File: src/rtl/counter_sched_if.sv
// Bundle of requester-side and counter-side signals for counter_sched.
// master = clients plus counter datapath, slave = the scheduler itself.
interface counter_sched_if #(
    parameter int NREQ = 4,
    parameter int CW   = 12,
    parameter int LW   = 8
);
    logic [NREQ-1:0]    req;
    logic [NREQ*LW-1:0] len;
    logic [NREQ-1:0]    gnt;
    logic               done;
    logic [CW-1:0]      delta;
    logic               busy;
    logic               cnt_rdy;
    logic               cnt_en;
    logic [CW-1:0]      cnt_val;

    modport master (
        output req, len, cnt_rdy, cnt_val,
        input  gnt, done, delta, busy, cnt_en
    );

    modport slave (
        input  req, len, cnt_rdy, cnt_val,
        output gnt, done, delta, busy, cnt_en
    );
endinterface

File: src/rtl/counter_sched.sv
// Round-robin scheduler sharing one counter among NREQ requesters for N-enable windows.
// Define COUNTER_SCHED_FIXED_PRI_EN for fixed lowest-index priority instead of round-robin.
//
// state    | meaning
// WAIT_RDY | after reset, waiting for the first cnt_rdy
// ARB      | pick a requester, latch its grant and window length
// START    | capture the start count, load the run counter
// RUN      | enable the counter on every ready cycle until rc is used up
// SETTLE   | counter idle for one cycle so cnt_val shows the last increment
// REPORT   | present delta with done, advance the round-robin pointer
module counter_sched #(
    parameter int NREQ = 4,
    parameter int CW   = 12,
    parameter int LW   = 8
) (
    input  logic          clock,
    input  logic          rst,
    counter_sched_if.slave bus
);
    localparam int PW = (NREQ > 1) ? $clog2(NREQ) : 1;

    typedef enum logic [2:0] {
        WAIT_RDY,
        ARB,
        START,
        RUN,
        SETTLE,
        REPORT
    } state_t;

    state_t          state_q, state_d;
    logic [NREQ-1:0] gnt_q, gnt_d;
    logic [LW-1:0]   len_q, len_d;
    logic [LW-1:0]   rc_q, rc_d;
    logic [CW-1:0]   start_q, start_d;
    logic [CW-1:0]   delta_q, delta_d;
    logic [CW-1:0]   diff;
    logic [CW-1:0]   delta_o;
    logic [PW-1:0]   sel;
    logic            found;
    logic            cnt_en;
    logic            done;

`ifndef COUNTER_SCHED_FIXED_PRI_EN
    logic [PW-1:0]   ptr_q, ptr_d;
    logic [PW-1:0]   gidx_q, gidx_d;

    function automatic logic [PW-1:0] wrap_idx(input logic [PW-1:0] base, input int off);
        int s;
        s = int'(base) + off;
        if (s >= NREQ) s = s - NREQ;
        return PW'(s);
    endfunction
`endif

    // Walk downward so the last hit wins, i.e. the nearest candidate is kept.
    always_comb begin
        found = 1'b0;
        sel   = '0;
        for (int i = NREQ - 1; i >= 0; i--) begin
`ifdef COUNTER_SCHED_FIXED_PRI_EN
            if (bus.req[i]) begin
                found = 1'b1;
                sel   = PW'(i);
            end
`else
            if (bus.req[wrap_idx(ptr_q, i)]) begin
                found = 1'b1;
                sel   = wrap_idx(ptr_q, i);
            end
`endif
        end
    end

    assign diff = bus.cnt_val - start_q;

    always_comb begin
        state_d = state_q;
        gnt_d   = gnt_q;
        len_d   = len_q;
        rc_d    = rc_q;
        start_d = start_q;
        delta_d = delta_q;
        delta_o = delta_q;
        cnt_en  = 1'b0;
        done    = 1'b0;
`ifndef COUNTER_SCHED_FIXED_PRI_EN
        ptr_d   = ptr_q;
        gidx_d  = gidx_q;
`endif
        case (state_q)
            WAIT_RDY: begin
                if (bus.cnt_rdy) state_d = ARB;
            end
            ARB: begin
                if (found) begin
                    gnt_d   = NREQ'(1) << sel;
                    len_d   = bus.len[int'(sel)*LW +: LW];
`ifndef COUNTER_SCHED_FIXED_PRI_EN
                    gidx_d  = sel;
`endif
                    state_d = START;
                end
            end
            START: begin
                start_d = bus.cnt_val;
                rc_d    = len_q;
                state_d = (len_q == '0) ? SETTLE : RUN;
            end
            RUN: begin
                if (bus.cnt_rdy) begin
                    cnt_en = 1'b1;
                    rc_d   = rc_q - LW'(1);
                    if (rc_q == LW'(1)) state_d = SETTLE;
                end
            end
            SETTLE: begin
                state_d = REPORT;
            end
            REPORT: begin
                done    = 1'b1;
                delta_d = diff;
                delta_o = diff;
                gnt_d   = '0;
`ifndef COUNTER_SCHED_FIXED_PRI_EN
                ptr_d   = wrap_idx(gidx_q, 1);
`endif
                state_d = ARB;
            end
            default: begin
                state_d = WAIT_RDY;
            end
        endcase
    end

    always_ff @(posedge clock or negedge rst) begin
        if (!rst) begin
            state_q <= WAIT_RDY;
            gnt_q   <= '0;
            len_q   <= '0;
            rc_q    <= '0;
            start_q <= '0;
            delta_q <= '0;
`ifndef COUNTER_SCHED_FIXED_PRI_EN
            ptr_q   <= '0;
            gidx_q  <= '0;
`endif
        end else begin
            state_q <= state_d;
            gnt_q   <= gnt_d;
            len_q   <= len_d;
            rc_q    <= rc_d;
            start_q <= start_d;
            delta_q <= delta_d;
`ifndef COUNTER_SCHED_FIXED_PRI_EN
            ptr_q   <= ptr_d;
            gidx_q  <= gidx_d;
`endif
        end
    end

    assign bus.gnt    = gnt_q;
    assign bus.done   = done;
    assign bus.delta  = delta_o;
    assign bus.cnt_en = cnt_en;
    assign bus.busy   = !((state_q == WAIT_RDY) || (state_q == ARB));
endmodule

File: src/flat_wrapper.sv
// flat-port wrapper written by rule: the top's interface ports become plain ports
module counter_sched_flat 
#(
    parameter int NREQ = 4,
    parameter int CW   = 12,
    parameter int LW   = 8
)
  (clock, rst, bus_req, bus_len, bus_cnt_rdy, bus_cnt_val, bus_gnt, bus_done, bus_delta, bus_busy, bus_cnt_en);
  counter_sched_if #(.NREQ(NREQ), .CW(CW), .LW(LW)) bus_i ();
  input  logic clock;
  input  logic rst;
  input wire logic [$bits(bus_i.req)-1:0] bus_req;
  input wire logic [$bits(bus_i.len)-1:0] bus_len;
  input wire logic [$bits(bus_i.cnt_rdy)-1:0] bus_cnt_rdy;
  input wire logic [$bits(bus_i.cnt_val)-1:0] bus_cnt_val;
  output wire logic [$bits(bus_i.gnt)-1:0] bus_gnt;
  output wire logic [$bits(bus_i.done)-1:0] bus_done;
  output wire logic [$bits(bus_i.delta)-1:0] bus_delta;
  output wire logic [$bits(bus_i.busy)-1:0] bus_busy;
  output wire logic [$bits(bus_i.cnt_en)-1:0] bus_cnt_en;
  assign bus_i.req = bus_req;
  assign bus_i.len = bus_len;
  assign bus_i.cnt_rdy = bus_cnt_rdy;
  assign bus_i.cnt_val = bus_cnt_val;
  assign bus_gnt = bus_i.gnt;
  assign bus_done = bus_i.done;
  assign bus_delta = bus_i.delta;
  assign bus_busy = bus_i.busy;
  assign bus_cnt_en = bus_i.cnt_en;
  counter_sched #(.NREQ(NREQ), .CW(CW), .LW(LW)) u_core (.clock(clock), .rst(rst), .bus(bus_i));
endmodule
File: config.mk
export PLATFORM = sky130hd
export DESIGN_NAME = counter_sched_flat
export DESIGN_NICKNAME = d
export VERILOG_FILES = /design/src/rtl/counter_sched_if.sv /design/src/rtl/counter_sched.sv /design/src/flat_wrapper.sv
export SDC_FILE = /design/constraint.sdc
export NUM_CORES = 1
export LEC_CHECK = 0
export CAP_MARGIN = 5
export CORE_ASPECT_RATIO = 2
export CORE_UTILIZATION = 30
export CTS_CLUSTER_DIAMETER = 100
export CTS_CLUSTER_SIZE = 24
export DETAILED_ROUTE_END_ITERATION = 16
export SYNTH_ARGS = -nofsm -noshare
export SYNTH_HDL_FRONTEND = slang
export SYNTH_SLANG_ARGS = --single-unit
export TNS_END_PERCENT = 1
File: constraint.sdc
create_clock -name clock -period 3.9 [get_ports clock]
set_input_delay 0.78 -clock clock [delete_from_list [all_inputs] [get_ports clock]]
set_output_delay 0.78 -clock clock [all_outputs]
set_load 0.05 [all_outputs]
# Word level (Yosys, flattened, before mapping)

Index checks and enable logic that the tools add are counted.
Widths: inputs -> output; s select.

Bits in registers: 51
Input bits: 51
Output and inout bits: 19
Logic and storage cells: 85

Add/subtract/negate cells: 11
$lt $le $gt $ge: 9
Equal/unequal tests: 10
Shift-type cells: 2
Mux-type cells: 35
Reduce and logical (&&, ||, !) cells: 10

Operator list:

| cell                | number |
|---|---|
| $shiftx 32x6->8     | 1 |
| $mux 2              | 9 |
| $pmux 3 s6          | 1 |
| $pmux 8 s2          | 1 |
| $mux 3              | 5 |
| $ge 3x3->1 const B  | 4 |
| $lt 2x3->1 const B  | 4 |
| $mux 12             | 1 |
| $sub 12x12->12      | 1 |
| $mux 1              | 11 |
| $sub 2x1->2 const B | 5 |
| $bmux 1 s2          | 4 |
| $eq 8x1->1 const B  | 1 |
| $logic_not 8->1     | 1 |
| $mux 8              | 1 |
| $pmux 4 s2          | 1 |
| $sub 8x1->8 const B | 1 |
| $add 2x1->3 const B | 2 |
| $add 2x2->3 const B | 2 |
| $eq 3x2->1 const B  | 2 |
| $eq 3x3->1 const B  | 2 |
| $reduce_and 2->1    | 3 |
| $mux 4              | 1 |
| $ne 2x1->1 const B  | 2 |
| 9 further kinds     | 11 |

# Logic depth before layout (Yosys ltp)

Gate-level depths: netlist of run 1.

Depth in word-level cells: 12
Depth in mapped cells: 9
Gate-level depth less buffers: 9

# Worst setup path before layout of run 1

Ideal clock, no wire load.

Path type: input-to-output
From: in bus_cnt_val[0]
To: out bus_delta[10]
Arrival: 3.234 ns
Required time: 3.120 ns
Path slack: -0.114 ns
Cell stages on the path: 9
Buffers on the path: 0
Cell sequence: inv_1 > ha_1 > inv_1 > fa_1 > a21oi_1 > nand4b_1 > a21oi_1 > o21a_1 > o31ai_1

Word-level cells in the longest chain between the ends: 2

RTL lines:

| item            | line                | RTL |
|---|---|---|
| start, declared | flat_wrapper.sv:15  | `input wire logic [$bits(bus_i.cnt_val)-1:0] bus_cnt_val;` |
| $sub 12x12->12  | counter_sched.sv:75 | `assign diff = bus.cnt_val - start_q;` |
| $mux 12         | counter_sched.sv:91 | `case (state_q)` |
| end, declared   | flat_wrapper.sv:18  | `output wire logic [$bits(bus_i.delta)-1:0] bus_delta;` |

No other way between the ends.

# Final worst setup path of run 1

From: in bus_cnt_val[4]
To: out bus_delta[10]

Same word-level chain as after synthesis.

==> qor.yml, run 1 <==
clock_tree:
  cts.path.max_buffers: 2
  tritoncts: "yes"
  post_cts_hold_buffer_count: 0
  clk_pin_slew_worst_paths_ns: 0.06
  cts_buffers: 5
  clock_sink_count: 51
  cts-htree-levels: 2
  cts_root_buffer_type: "clkbuf_16"
  clock_insertion_delay_at_the_later_pin_of_the_skew_report_ns: 0.29
synth:
  synth_fp_nets: 402
  synth_flop_cell: "dfrtp_1"
  synth_cells: 337
  syn_area_per_cell_um2: 9.14
  synth-seq-area-share: 0.414
  post_synth_edffs: 0
  async_flop_share: 1.00
  synth_cell_types: 49
  yosys_warnings: 0
  synth.ff_latch_count: 51
  syn_area_um2: 3080
critical_path:
  critical_path.max_fanout: 4
  crit_path_start_kind: "input port"
  worst_r2r_endpoint: "u_core.delta_q[10]"
  critical_setup_path_class: "input port to output pin"
  worstSetupPathDepth: 9
  number_of_buffers_and_inverters_on_the_critical_path: 3
  rr_worst_depth: 9
  timing.rr.start: "u_core.start_q[0]"
  slowest_stage: "clkdlybuf4s50_1"
  max_stage_delay_ns: 0.44
  worstSetupEndpointType: "output pin"
  cp.arrival_ns: 3.00
  timing.critical_path.cells: "clkdlybuf4s50_1 > ha_1 > a21o_1 > a21oi_1 > a21oi_2 > o21a_1 > o31ai_2 > buf_4 > buf_12"
  path_delay_family: "compound AO/OA/AOI/OAI gates"
  r2r_slack_ns: 1.75
  worst_ep_required_time_ns: 3.12
grt:
  grt_start_max_net_pins: 33
  grt.total_usage: 0.156
  grt_pass1_vias: 2761
  grt_antenna_before_repair: 0
  grt_first_pass_wirelength_um: 12700
  overflow: 0
floorplan:
  floorplan.initialDensity: 0.308
  die-area_um2: 10700
  die_y_um: 145
  top_level_ports: 70
  total_number_of_placement_rows: 52
  floorplan.die.width_um: 73.7
  core_area_um2: 10000
finish:
  post_route_cells_drive_above_1_share: 0.152
  layout_commonest_cell: "nand2_1"
  num_antenna_cells: 0
  fin_nets: 479
  p_r_area_growth_vs_syn_pct: 38.0
  top_library_cells_by_usage_in_the_layout_fill_and_taps_aside: "nand2_1 (56), clkdlybuf4s50_1 (55), dfrtp_1 (51)"
drt:
  post_drt_wl_per_cell_um: 14.6
  drtIter0Drc: 178
  vias: 2707
  route.antenna.remaining_nets: 0
  routed_via_density: 4.92
  detail_route.wirelength_um: 8040
  detail_route.drc_violations: 0
  drtPass1Iterations: 4
placed_design:
  dp_hpwl_um: 6180
  finalWeightedCongestion: 0.885
  number_of_input_and_output_port_buffers_inserted: 69
  dp_slack_ns: -0.0515
power_and_ir_drop:
  swShare: 0.453
  pwr-share-comb: 0.619
  p_leak_nw: 1.87
  power.sequential.fraction: 0.266
  power.switching_mw: 1.67
  internal_power_mw: 2.02
  max-vdd-ir-drop_v: 0.000388
  power_density_nw_per_um2: 866
  clock_power_share: 0.115
status:
  run_status: "complete, no violations"
sta:
  timing.final.hold_violations: 0
  slew_violations: 0
  clock.fmax_ghz: 0.265
  whs_ns: 0.467
  worst_slack_ns: 0.120
  finClkSkew_ns: 0.00371
  layout_min_cycle_time_ns: 3.78
  timing.max_slew.rel_slack: 0.553
  post-route-period-util: 0.969
  finalSetupViolCount: 0
  timing_worst_slew_pin_value_ns: 0.664
run:
  max_cap_violations: 0
min_path:
  holdCritPathClass: "input port to async pin"
cells by family (layout without fill, tap and decap cells):
logic type	count (synthesis)	in the layout	synth area share
multiplexers	20	20	0.0650
buffers and inverters	39	117	0.0572
adder cells (fa/ha/maj)	14	14	0.0593
XOR/XNOR	5	5	0.0142
AO/OA/AOI/OAI	93	93	0.208
AND/OR/NAND/NOR	115	115	0.182
flip-flops	51	51	0.414
sequential cells by signal, indices dropped and copies added (netlist names):
signal and cells:
u_core.gidx_q 2, u_core.len_q 8, u_core.bus.gnt 4, u_core.start_q 12
u_core.ptr_q 2, u_core.delta_q 12, u_core.state_q 3, u_core.rc_q 8
layer usage:
metal	up-vias	GRT usage	routed length, um
met5	-	0	0
met4	0	0.102	363
met3	22	0.0229	242
met2	69	0.289	4520
met1	1266	0.152	2910
li1	1350	-	-
metrics by stage:
stage                     std cells  setup TNS, ns  area [um^2]  total power, mW   util
final                           550              0         4250             3.68  0.424
after global routing            550        -0.0332         4250             3.96  0.424
after CTS                       548              0         4210             3.68  0.420
after detailed placement        539         -0.101         4060             3.22  0.405
after global placement          539        -0.0164         4060             3.17  0.405
after floorplan                 337         -0.114         3090             2.42      -
Yosys cell counts, types with 4 or more instances:
| library cell | instances | share of area |
|---|---|---|
| mux2i_1 | 20 | 0.065 |
| o31ai_1 | 6 | 0.015 |
| and3_1 | 4 | 0.0081 |
| nor3_1 | 7 | 0.011 |
| ha_1 | 13 | 0.053 |
| o21ai_0 | 25 | 0.041 |
| a21oi_1 | 24 | 0.039 |
| dfrtp_1 | 51 | 0.41 |
| nand4_1 | 4 | 0.0081 |
| o21a_1 | 4 | 0.0097 |
| inv_1 | 20 | 0.024 |
| nand2_1 | 56 | 0.068 |
| o22ai_1 | 8 | 0.016 |
| clkbuf_1 | 6 | 0.0073 |
| buf_4 | 4 | 0.0097 |
| nand3_1 | 10 | 0.016 |
| o21ai_1 | 6 | 0.0097 |
| o221ai_2 | 8 | 0.039 |
| nand2b_1 | 6 | 0.012 |
| buf_2 | 6 | 0.0097 |
| nor2_1 | 8 | 0.0097 |
worst max path at each step:
stage | slack [ns] | end | startpoint
final | 0.12 | bus_delta[10] | bus_cnt_val[4]
after global routing | -0.03 | bus_delta[10] | bus_cnt_val[4]
after CTS | 0.05 | bus_delta[8] | bus_cnt_val[0]
after detailed placement | -0.05 | bus_delta[8] | bus_cnt_val[0]
after global placement | -0.02 | bus_delta[8] | bus_cnt_val[0]
after floorplan | -0.11 | bus_delta[8] | bus_cnt_val[0]
area by class of cell:
type,instances,area [um^2]
clock inverters,1,5.00
fillers,1030,5770
well taps,135,169
inverters,22,82.6
multi-input cells,247,1670
flip-flops and latches,51,1280
clock buffers,7,133
repair buffers,87,918
timing repair:
action	in CTS	in global routing
pin swaps	0	7
buffers inserted	1	2
setup endpoints to repair	2	2
gates resized for setup	2	8
power by group through the flow:
| stage | logic (mW) | registers [mW] | clock network, mW |
|---|---|---|---|
| 2_1_floorplan | 1.46 | 0.962 | 0 |
| 3_3_place_gp | 2.20 | 0.975 | 0 |
| 3_5_place_dp | 2.24 | 0.981 | 0 |
| 4_1_cts | 2.27 | 0.974 | 0.444 |
| 5_1_grt | 2.49 | 1.01 | 0.462 |
| 6_report | 2.28 | 0.979 | 0.425 |
Note: power is estimated with default switching activity, not from simulation.
==> run 2, diff against run 1 <==
--- a/config.mk
+++ b/config.mk
@@ -11,6 +11,7 @@
 export CTS_CLUSTER_DIAMETER = 100
 export CTS_CLUSTER_SIZE = 24
 export DETAILED_ROUTE_END_ITERATION = 16
+export SLEW_MARGIN = 20
 export SYNTH_ARGS = -nofsm -noshare
 export SYNTH_HDL_FRONTEND = slang
 export SYNTH_SLANG_ARGS = --single-unit
==> results of run 2 <==
No change in the layout: final DEF, timing and power equal those of run 1.
